$ cat src/rtl/uart_alu_frame_if_if.sv
// uart_alu_frame_if_if
// Signal bundle between the UART calculator frame block and its surroundings
// (uart_rx, uart_tx, combinational ALU).
//
// Signals:
//   i_rx_done, i_rx_data      received-byte strobe and data
//   i_alu_result              combinational ALU result
//   i_tx_done                 transmitter finished current byte
//   o_operands, o_opcode      registered ALU inputs
//   o_alu_valid               complete-frame strobe
//   o_tx_start, o_tx_data     transmit request and byte
//   o_busy                    frame is executing or its result is being sent
//   o_overrun                 received byte dropped while busy
//   o_frame_error             partial frame discarded on timeout
//
// Modports:
//   master  the frame block (drives o_*)
//   slave   the surroundings (drive i_*)
interface uart_alu_frame_if_if #(
    parameter int unsigned DATA_BITS    = 8,
    parameter int unsigned NUM_OPERANDS = 2,
    parameter int unsigned OPCODE_BITS  = 6,
    parameter int unsigned RESULT_BYTES = 1
);
    logic                                 i_rx_done;
    logic [DATA_BITS-1:0]                 i_rx_data;
    logic [RESULT_BYTES*DATA_BITS-1:0]    i_alu_result;
    logic                                 i_tx_done;
    logic [NUM_OPERANDS*DATA_BITS-1:0]    o_operands;
    logic [OPCODE_BITS-1:0]               o_opcode;
    logic                                 o_alu_valid;
    logic                                 o_tx_start;
    logic [DATA_BITS-1:0]                 o_tx_data;
    logic                                 o_busy;
    logic                                 o_overrun;
    logic                                 o_frame_error;

    modport master (
        input  i_rx_done, i_rx_data, i_alu_result, i_tx_done,
        output o_operands, o_opcode, o_alu_valid, o_tx_start, o_tx_data,
        output o_busy, o_overrun, o_frame_error
    );

    modport slave (
        output i_rx_done, i_rx_data, i_alu_result, i_tx_done,
        input  o_operands, o_opcode, o_alu_valid, o_tx_start, o_tx_data,
        input  o_busy, o_overrun, o_frame_error
    );
endinterface

$ cat src/rtl/uart_alu_frame_if.sv
// uart_alu_frame_if
// Assembles a command frame from the UART receive byte stream (NUM_OPERANDS operand
// bytes, then one opcode byte), presents it to a combinational ALU, latches the
// result and sends it LSB byte first to the UART transmitter with a start/done
// handshake. Bytes arriving while busy are dropped and flagged.
//
// Ports:
//   i_clock   system clock
//   i_reset   synchronous, active-high reset
//   bus       uart_alu_frame_if_if.master: rx stream in, operands/opcode/valid out,
//             ALU result in, tx start/data out, tx done in, busy/overrun/frame_error out
//
// Build option FRAME_TIMEOUT_EN: when defined, a partial frame idle for
// TIMEOUT_CYCLES clocks is discarded and o_frame_error pulses. When undefined,
// o_frame_error is tied low and partial frames wait indefinitely.
module uart_alu_frame_if #(
    parameter int unsigned DATA_BITS      = 8,
    parameter int unsigned NUM_OPERANDS   = 2,
    parameter int unsigned OPCODE_BITS    = 6,
    parameter int unsigned RESULT_BYTES   = 1,
    parameter int unsigned TIMEOUT_CYCLES = 1000000
) (
    input logic                 i_clock,
    input logic                 i_reset,
    uart_alu_frame_if_if.master bus
);
    localparam int unsigned OPS_W      = NUM_OPERANDS * DATA_BITS;
    localparam int unsigned RES_W      = RESULT_BYTES * DATA_BITS;
    localparam int unsigned OP_IDX_W   = (NUM_OPERANDS > 1) ? $clog2(NUM_OPERANDS) : 1;
    localparam int unsigned BYTE_IDX_W = (RESULT_BYTES > 1) ? $clog2(RESULT_BYTES) : 1;

    if (NUM_OPERANDS < 1 || RESULT_BYTES < 1 || OPCODE_BITS < 1 ||
        OPCODE_BITS > DATA_BITS || TIMEOUT_CYCLES < 2) begin : g_bad_params
        $error("uart_alu_frame_if: illegal parameter combination");
    end

    typedef enum logic [2:0] {
        StRxOperand,
        StRxOpcode,
        StExec,
        StTxSend,
        StTxWait
    } state_t;

    state_t                  state_q, state_d;
    logic [OP_IDX_W-1:0]     op_idx_q, op_idx_d;
    logic [BYTE_IDX_W-1:0]   byte_idx_q, byte_idx_d;
    logic [BYTE_IDX_W-1:0]   byte_idx_next;
    logic [OPS_W-1:0]        operands_q, operands_d;
    logic [OPCODE_BITS-1:0]  opcode_q, opcode_d;
    logic [RES_W-1:0]        result_q, result_d;
    logic [DATA_BITS-1:0]    tx_data_q, tx_data_d;
    logic                    alu_valid_q, alu_valid_d;
    logic                    tx_start_q, tx_start_d;
    logic                    busy_q, busy_d;
    logic                    overrun_q, overrun_d;
    logic                    busy_now;

`ifdef FRAME_TIMEOUT_EN
    localparam int unsigned TO_W = $clog2(TIMEOUT_CYCLES);

    logic [TO_W-1:0] idle_cnt_q, idle_cnt_d;
    logic            frame_error_q, frame_error_d;
    logic            partial;
`endif

    assign busy_now      = (state_q == StExec) || (state_q == StTxSend) || (state_q == StTxWait);
    assign byte_idx_next = byte_idx_q + BYTE_IDX_W'(1);

    always_comb begin
        state_d     = state_q;
        op_idx_d    = op_idx_q;
        byte_idx_d  = byte_idx_q;
        operands_d  = operands_q;
        opcode_d    = opcode_q;
        result_d    = result_q;
        tx_data_d   = tx_data_q;

        unique case (state_q)
            StRxOperand: begin
                if (bus.i_rx_done) begin
                    for (int k = 0; k < NUM_OPERANDS; k++) begin
                        if (op_idx_q == OP_IDX_W'(k)) begin
                            operands_d[k*DATA_BITS +: DATA_BITS] = bus.i_rx_data;
                        end
                    end
                    if (op_idx_q == OP_IDX_W'(NUM_OPERANDS - 1)) begin
                        op_idx_d = '0;
                        state_d  = StRxOpcode;
                    end else begin
                        op_idx_d = op_idx_q + OP_IDX_W'(1);
                    end
                end
            end
            StRxOpcode: begin
                if (bus.i_rx_done) begin
                    opcode_d = bus.i_rx_data[OPCODE_BITS-1:0];
                    state_d  = StExec;
                end
            end
            StExec: begin
                // Result register loads this edge, so the first byte comes straight
                // from the ALU rather than from result_q.
                result_d   = bus.i_alu_result;
                tx_data_d  = bus.i_alu_result[DATA_BITS-1:0];
                byte_idx_d = '0;
                state_d    = StTxSend;
            end
            StTxSend: begin
                state_d = StTxWait;
            end
            StTxWait: begin
                if (bus.i_tx_done) begin
                    if (byte_idx_q == BYTE_IDX_W'(RESULT_BYTES - 1)) begin
                        state_d = StRxOperand;
                    end else begin
                        byte_idx_d = byte_idx_next;
                        for (int k = 0; k < RESULT_BYTES; k++) begin
                            if (byte_idx_next == BYTE_IDX_W'(k)) begin
                                tx_data_d = result_q[k*DATA_BITS +: DATA_BITS];
                            end
                        end
                        state_d = StTxSend;
                    end
                end
            end
            default: begin
                state_d = StRxOperand;
            end
        endcase

`ifdef FRAME_TIMEOUT_EN
        idle_cnt_d    = '0;
        frame_error_d = 1'b0;
        partial       = ((state_q == StRxOperand) && (op_idx_q != '0)) || (state_q == StRxOpcode);
        // A byte in the expiry cycle wins over the timeout.
        if (partial && !bus.i_rx_done) begin
            if (idle_cnt_q == TO_W'(TIMEOUT_CYCLES - 1)) begin
                state_d       = StRxOperand;
                op_idx_d      = '0;
                frame_error_d = 1'b1;
            end else begin
                idle_cnt_d = idle_cnt_q + TO_W'(1);
            end
        end
`endif

        // Registered outputs are derived from the next state.
        overrun_d   = busy_now && bus.i_rx_done;
        alu_valid_d = (state_d == StExec);
        tx_start_d  = (state_d == StTxSend);
        busy_d      = (state_d == StExec) || (state_d == StTxSend) || (state_d == StTxWait);
    end

    always_ff @(posedge i_clock) begin
        if (i_reset) begin
            state_q     <= StRxOperand;
            op_idx_q    <= '0;
            byte_idx_q  <= '0;
            operands_q  <= '0;
            opcode_q    <= '0;
            result_q    <= '0;
            tx_data_q   <= '0;
            alu_valid_q <= 1'b0;
            tx_start_q  <= 1'b0;
            busy_q      <= 1'b0;
            overrun_q   <= 1'b0;
        end else begin
            state_q     <= state_d;
            op_idx_q    <= op_idx_d;
            byte_idx_q  <= byte_idx_d;
            operands_q  <= operands_d;
            opcode_q    <= opcode_d;
            result_q    <= result_d;
            tx_data_q   <= tx_data_d;
            alu_valid_q <= alu_valid_d;
            tx_start_q  <= tx_start_d;
            busy_q      <= busy_d;
            overrun_q   <= overrun_d;
        end
    end

`ifdef FRAME_TIMEOUT_EN
    always_ff @(posedge i_clock) begin
        if (i_reset) begin
            idle_cnt_q    <= '0;
            frame_error_q <= 1'b0;
        end else begin
            idle_cnt_q    <= idle_cnt_d;
            frame_error_q <= frame_error_d;
        end
    end

    assign bus.o_frame_error = frame_error_q;
`else
    assign bus.o_frame_error = 1'b0;
`endif

    assign bus.o_operands  = operands_q;
    assign bus.o_opcode    = opcode_q;
    assign bus.o_alu_valid = alu_valid_q;
    assign bus.o_tx_start  = tx_start_q;
    assign bus.o_tx_data   = tx_data_q;
    assign bus.o_busy      = busy_q;
    assign bus.o_overrun   = overrun_q;
endmodule

$ cat src/flat_wrapper.sv
// flat-port wrapper written by rule: the top's interface ports become plain ports
module uart_alu_frame_if_flat 
#(
    parameter int unsigned DATA_BITS      = 8,
    parameter int unsigned NUM_OPERANDS   = 2,
    parameter int unsigned OPCODE_BITS    = 6,
    parameter int unsigned RESULT_BYTES   = 1,
    parameter int unsigned TIMEOUT_CYCLES = 1000000
)
  (i_clock, i_reset, bus_i_rx_done, bus_i_rx_data, bus_i_alu_result, bus_i_tx_done, bus_o_operands, bus_o_opcode, bus_o_alu_valid, bus_o_tx_start, bus_o_tx_data, bus_o_busy, bus_o_overrun, bus_o_frame_error);
  uart_alu_frame_if_if #(.DATA_BITS(DATA_BITS), .NUM_OPERANDS(NUM_OPERANDS), .OPCODE_BITS(OPCODE_BITS), .RESULT_BYTES(RESULT_BYTES)) bus_i ();
  input logic i_clock;
  input logic i_reset;
  input wire logic [$bits(bus_i.i_rx_done)-1:0] bus_i_rx_done;
  input wire logic [$bits(bus_i.i_rx_data)-1:0] bus_i_rx_data;
  input wire logic [$bits(bus_i.i_alu_result)-1:0] bus_i_alu_result;
  input wire logic [$bits(bus_i.i_tx_done)-1:0] bus_i_tx_done;
  output wire logic [$bits(bus_i.o_operands)-1:0] bus_o_operands;
  output wire logic [$bits(bus_i.o_opcode)-1:0] bus_o_opcode;
  output wire logic [$bits(bus_i.o_alu_valid)-1:0] bus_o_alu_valid;
  output wire logic [$bits(bus_i.o_tx_start)-1:0] bus_o_tx_start;
  output wire logic [$bits(bus_i.o_tx_data)-1:0] bus_o_tx_data;
  output wire logic [$bits(bus_i.o_busy)-1:0] bus_o_busy;
  output wire logic [$bits(bus_i.o_overrun)-1:0] bus_o_overrun;
  output wire logic [$bits(bus_i.o_frame_error)-1:0] bus_o_frame_error;
  assign bus_i.i_rx_done = bus_i_rx_done;
  assign bus_i.i_rx_data = bus_i_rx_data;
  assign bus_i.i_alu_result = bus_i_alu_result;
  assign bus_i.i_tx_done = bus_i_tx_done;
  assign bus_o_operands = bus_i.o_operands;
  assign bus_o_opcode = bus_i.o_opcode;
  assign bus_o_alu_valid = bus_i.o_alu_valid;
  assign bus_o_tx_start = bus_i.o_tx_start;
  assign bus_o_tx_data = bus_i.o_tx_data;
  assign bus_o_busy = bus_i.o_busy;
  assign bus_o_overrun = bus_i.o_overrun;
  assign bus_o_frame_error = bus_i.o_frame_error;
  uart_alu_frame_if #(.DATA_BITS(DATA_BITS), .NUM_OPERANDS(NUM_OPERANDS), .OPCODE_BITS(OPCODE_BITS), .RESULT_BYTES(RESULT_BYTES), .TIMEOUT_CYCLES(TIMEOUT_CYCLES)) u_core (.i_clock(i_clock), .i_reset(i_reset), .bus(bus_i));
endmodule
$ cat config.mk
export PLATFORM = sky130hd
export DESIGN_NAME = uart_alu_frame_if_flat
export DESIGN_NICKNAME = d
export VERILOG_FILES = /design/src/rtl/uart_alu_frame_if_if.sv /design/src/rtl/uart_alu_frame_if.sv /design/src/flat_wrapper.sv
export SDC_FILE = /design/constraint.sdc
export NUM_CORES = 1
export LEC_CHECK = 0
export ABC_CLOCK_PERIOD_IN_PS = 2260
export CAP_MARGIN = 40
export CORE_ASPECT_RATIO = 1.1
export CORE_MARGIN = 2
export CORE_UTILIZATION = 43
export CTS_CLUSTER_SIZE = 10
export DETAILED_ROUTE_END_ITERATION = 8
export PLACE_DENSITY = 0.77
export SYNTH_ARGS = -nofsm -noshare
export SYNTH_HDL_FRONTEND = slang
export SYNTH_SLANG_ARGS = --single-unit
$ cat constraint.sdc
create_clock -name i_clock -period 2.26 [get_ports i_clock]
set_clock_uncertainty 0.05 [all_clocks]
set_input_delay 0.339 -clock i_clock [delete_from_list [all_inputs] [get_ports i_clock]]
set_output_delay 0.339 -clock i_clock [all_outputs]
set_load 0.02 [all_outputs]
==> flow_summary_export.csv <==
group,metric,value,unit
status,status,"completed",
hold_path,hp-class,"register to register",
logic_synthesis,synth-seq-cells,38,
worst_setup_path,r2r-end,"u_core.bus.o_operands[0]",
pwr,pwr-share-seq,0.539,
worst_setup_path,path_buf_inv,1,
timing,finalSetupViolations,0,
hold_path,hold_depth,2,
floorplan,die_area,0.00408,mm2
logic_synthesis,ys_warn_count,0,
cts,insertion_delay,330,ps
logic_synthesis,synth_area,0.00154,mm2
floorplan,rows,22,
cts,cts_setup_buffers,0,
logic_synthesis,avgSynthCellArea,10.0,um2
layout,layout.nets,223,
floorplan,fp.dieW,61.1,um
floorplan,die_y,66.8,um
timing,worst_slack,565,ps
cts,clock_sinks,38,
floorplan,coreArea,0.00339,mm2
worst_setup_path,path_max_fanout,2,
cts,clkSlewWorstSetupHoldPaths,110,ps
worst_setup_path,cp_top_family,"buffers and inverters",
placed_design,dp_hpwl,2.36,mm
grt,gr-total-overflow,0,
logic_synthesis,synth_area_leader_cell,"dfxtp_1",
route,drt_iter0_drc,36,
timing,post-route-period-util,0.750,
worst_setup_path,rrSetupSlack,640,ps
worst_setup_path,r2r_start,"u_core.state_q[2]",
flow_run,max_cap_violations,0,
layout,num_antenna_cells,0,
timing,final.setup.tns,0,ps
hold_path,whs_endpoint,"u_core.bus.o_tx_data[0]",
worst_setup_path,worstRegToRegCells,3,
cts,cts_tree,"built",
timing,tightest_slew,507,ps
route,vias,1153,
logic_synthesis,async_flop_share,0,
route,drtAntennaViolNets,0,
timing,final_hold_viol_count,0,
hold_path,worstHoldStart,"u_core.bus.o_tx_data[0]",
worst_setup_path,cp_cell_sequence,"clkdlybuf4s50_1",
floorplan,initial_core_util,0.455,
pwr,powerDensity,648,mW/mm2
layout,drive_gt1_frac,0.0784,
worst_setup_path,slowest_delay,610,ps
timing,rsz0062_at_grt,"false",
pwr,p_total,1.38,mW
pwr,switching_share,0.266,
placed_design,io_buffers,53,
logic_synthesis,yosysSeqAreaShare,0.494,
worst_setup_path,critical_path_required,1870,ps
logic_synthesis,ys_types,28,
pwr,p_sw,0.367,mW
logic_synthesis,syn_nets,174,
cts,cts-root-buf,"clkbuf_4",
timing,post-route-min-period,1690,ps
worst_setup_path,cp_slowest_cell,"clkdlybuf4s50_1",
worst_setup_path,path_class,"register to primary output",
grt,grt_max_degree,26,
pwr,vdd_drop_max,0.444,mV
cts,cts_hold_buffers,0,
timing,drv_slew,0,
worst_setup_path,critPathCaptureType,"primary output",
cts,cts.repair.resized,0,
worst_setup_path,crit_path_start_kind,"register",
placed_design,gp_congestion,0.753,
logic_synthesis,synth_flop_cell,"dfxtp_1",
logic_synthesis,synth_top_area_share,0.494,
grt,grt_pass1_wl,5.03,mm
pwr,p_comb_frac,0.202,
logic_synthesis,synth.area.top_cells,"dfxtp_1, mux2i_1, nand2b_1",
cts,cts_made_buffers,5,
route,wirelength,3.09,mm
logic_synthesis,synthTopCellsByCount,"dfxtp_1, nand2b_1, mux2i_1",
placed_design,post-place-ws,227,ps
logic_synthesis,synth_edf_count,0,
worst_setup_path,cp.arrival,1310,ps
timing,maxSlewHeadroom,0.661,
layout,syn2layout_area_growth,37.7,%
logic_synthesis,netlist_instances,154,
route,viasPerCell,4.58,
route,firstDrtPassIters,4,
timing,fmax,0.590,GHz
pwr,power.internal,1.01,mW
pwr,p_leak,0.812,nW
route,route.detailed.drc,0,
floorplan,ios,55,
route,wire_per_inst,12.3,um
cts,cts_buffer_depth,2,
logic_synthesis,synth.most_common_cell,"dfxtp_1",
pwr,power.clock.fraction,0.259,
grt,grt_usage,0.170,
grt,antenna_found_initial,0,
cts,cts_max_level,2,
grt,grt_pass1_vias,1133,
-- cell type report --
class / count / area (um2)
clock buffer: 7 / 55.1
inverter: 1 / 3.75
timing repair buffer: 55 / 546
tap: 48 / 60.1
fill: 290 / 1260
clock inverter: 1 / 5.00
multi-input combinational: 102 / 693
sequential: 38 / 761
-- worst max path at each step --
stage	start	endpoint	cells after the start
after floorplan	u_core.state_q[2]	u_core.bus.o_operands[0]	5
after global placement	bus_i_rx_done	u_core.bus.o_operands[4]	4
after detailed placement	bus_i_rx_done	u_core.bus.o_operands[7]	4
after CTS	u_core.bus.o_operands[1]	bus_o_operands[1]	1
after global routing	u_core.bus.o_operands[8]	bus_o_operands[8]	1
final	u_core.bus.o_operands[3]	bus_o_operands[3]	1
-- power groups by stage --
stage | combinational [mW] | sequential, mW | clock (mW)
2_1_floorplan | 0.135 | 0.789 | 0
3_3_place_gp | 0.273 | 0.755 | 0
3_5_place_dp | 0.280 | 0.758 | 0
4_1_cts | 0.281 | 0.742 | 0.370
5_1_grt | 0.301 | 0.747 | 0.397
6_report | 0.278 | 0.742 | 0.356
-- metal layers --
metal	vias to the layer above	wire [um]	GRT usage	share of wire
li1	596	-	-	-
met1	523	1330	0.193	0.43
met2	28	1570	0.286	0.51
met3	6	144	0.0602	0.047
met4	0	48	0.0652	0.016
met5	-	0	0	0
-- cell families after synthesis --
logic type | Yosys count | share of synthesized area
DFF | 38 | 0.494
buffers and inverters | 14 | 0.0568
other | 1 | 0.00243
xor gates and xnor gates | 1 | 0.00568
and+or+nand+nor | 64 | 0.244
muxes | 23 | 0.149
AOI/OAI and AO/OA | 13 | 0.0487
-- layout by cell type (no fill, tap or decap), types with 2 or more instances in the layout --
master and n:
a21oi_1 10, nor2b_1 2, nand2b_1 24, buf_4 2
and2b_1 2, nand2_1 16, clkdlybuf4s50_1 53, dfxtp_1 38
clkbuf_4 5, nor2_1 11, mux2i_1 23
-- state kept, by name (all words and copies together), names as in the netlist --
register,flops
u_core.state_q,3
u_core.bus.o_tx_data,8
u_core.bus.o_alu_valid,1
u_core.bus.o_overrun,1
u_core.bus.o_operands,16
u_core.bus.o_opcode,6
u_core.op_idx_q,1
u_core.bus.o_busy,1
u_core.bus.o_tx_start,1
-- per-stage QoR --
stage / cell area (um2) / hold WS (ps) / utilization / std cells
floorplan: 1540 / 425 / - / 154
global placement: 2060 / 395 / 0.609 / 244
detailed placement: 2060 / 405 / 0.609 / 244
CTS: 2120 / 420 / 0.627 / 252
global route: 2120 / 447 / 0.627 / 252
finish: 2120 / 417 / 0.627 / 252
(Power assumes the default switching activity.)
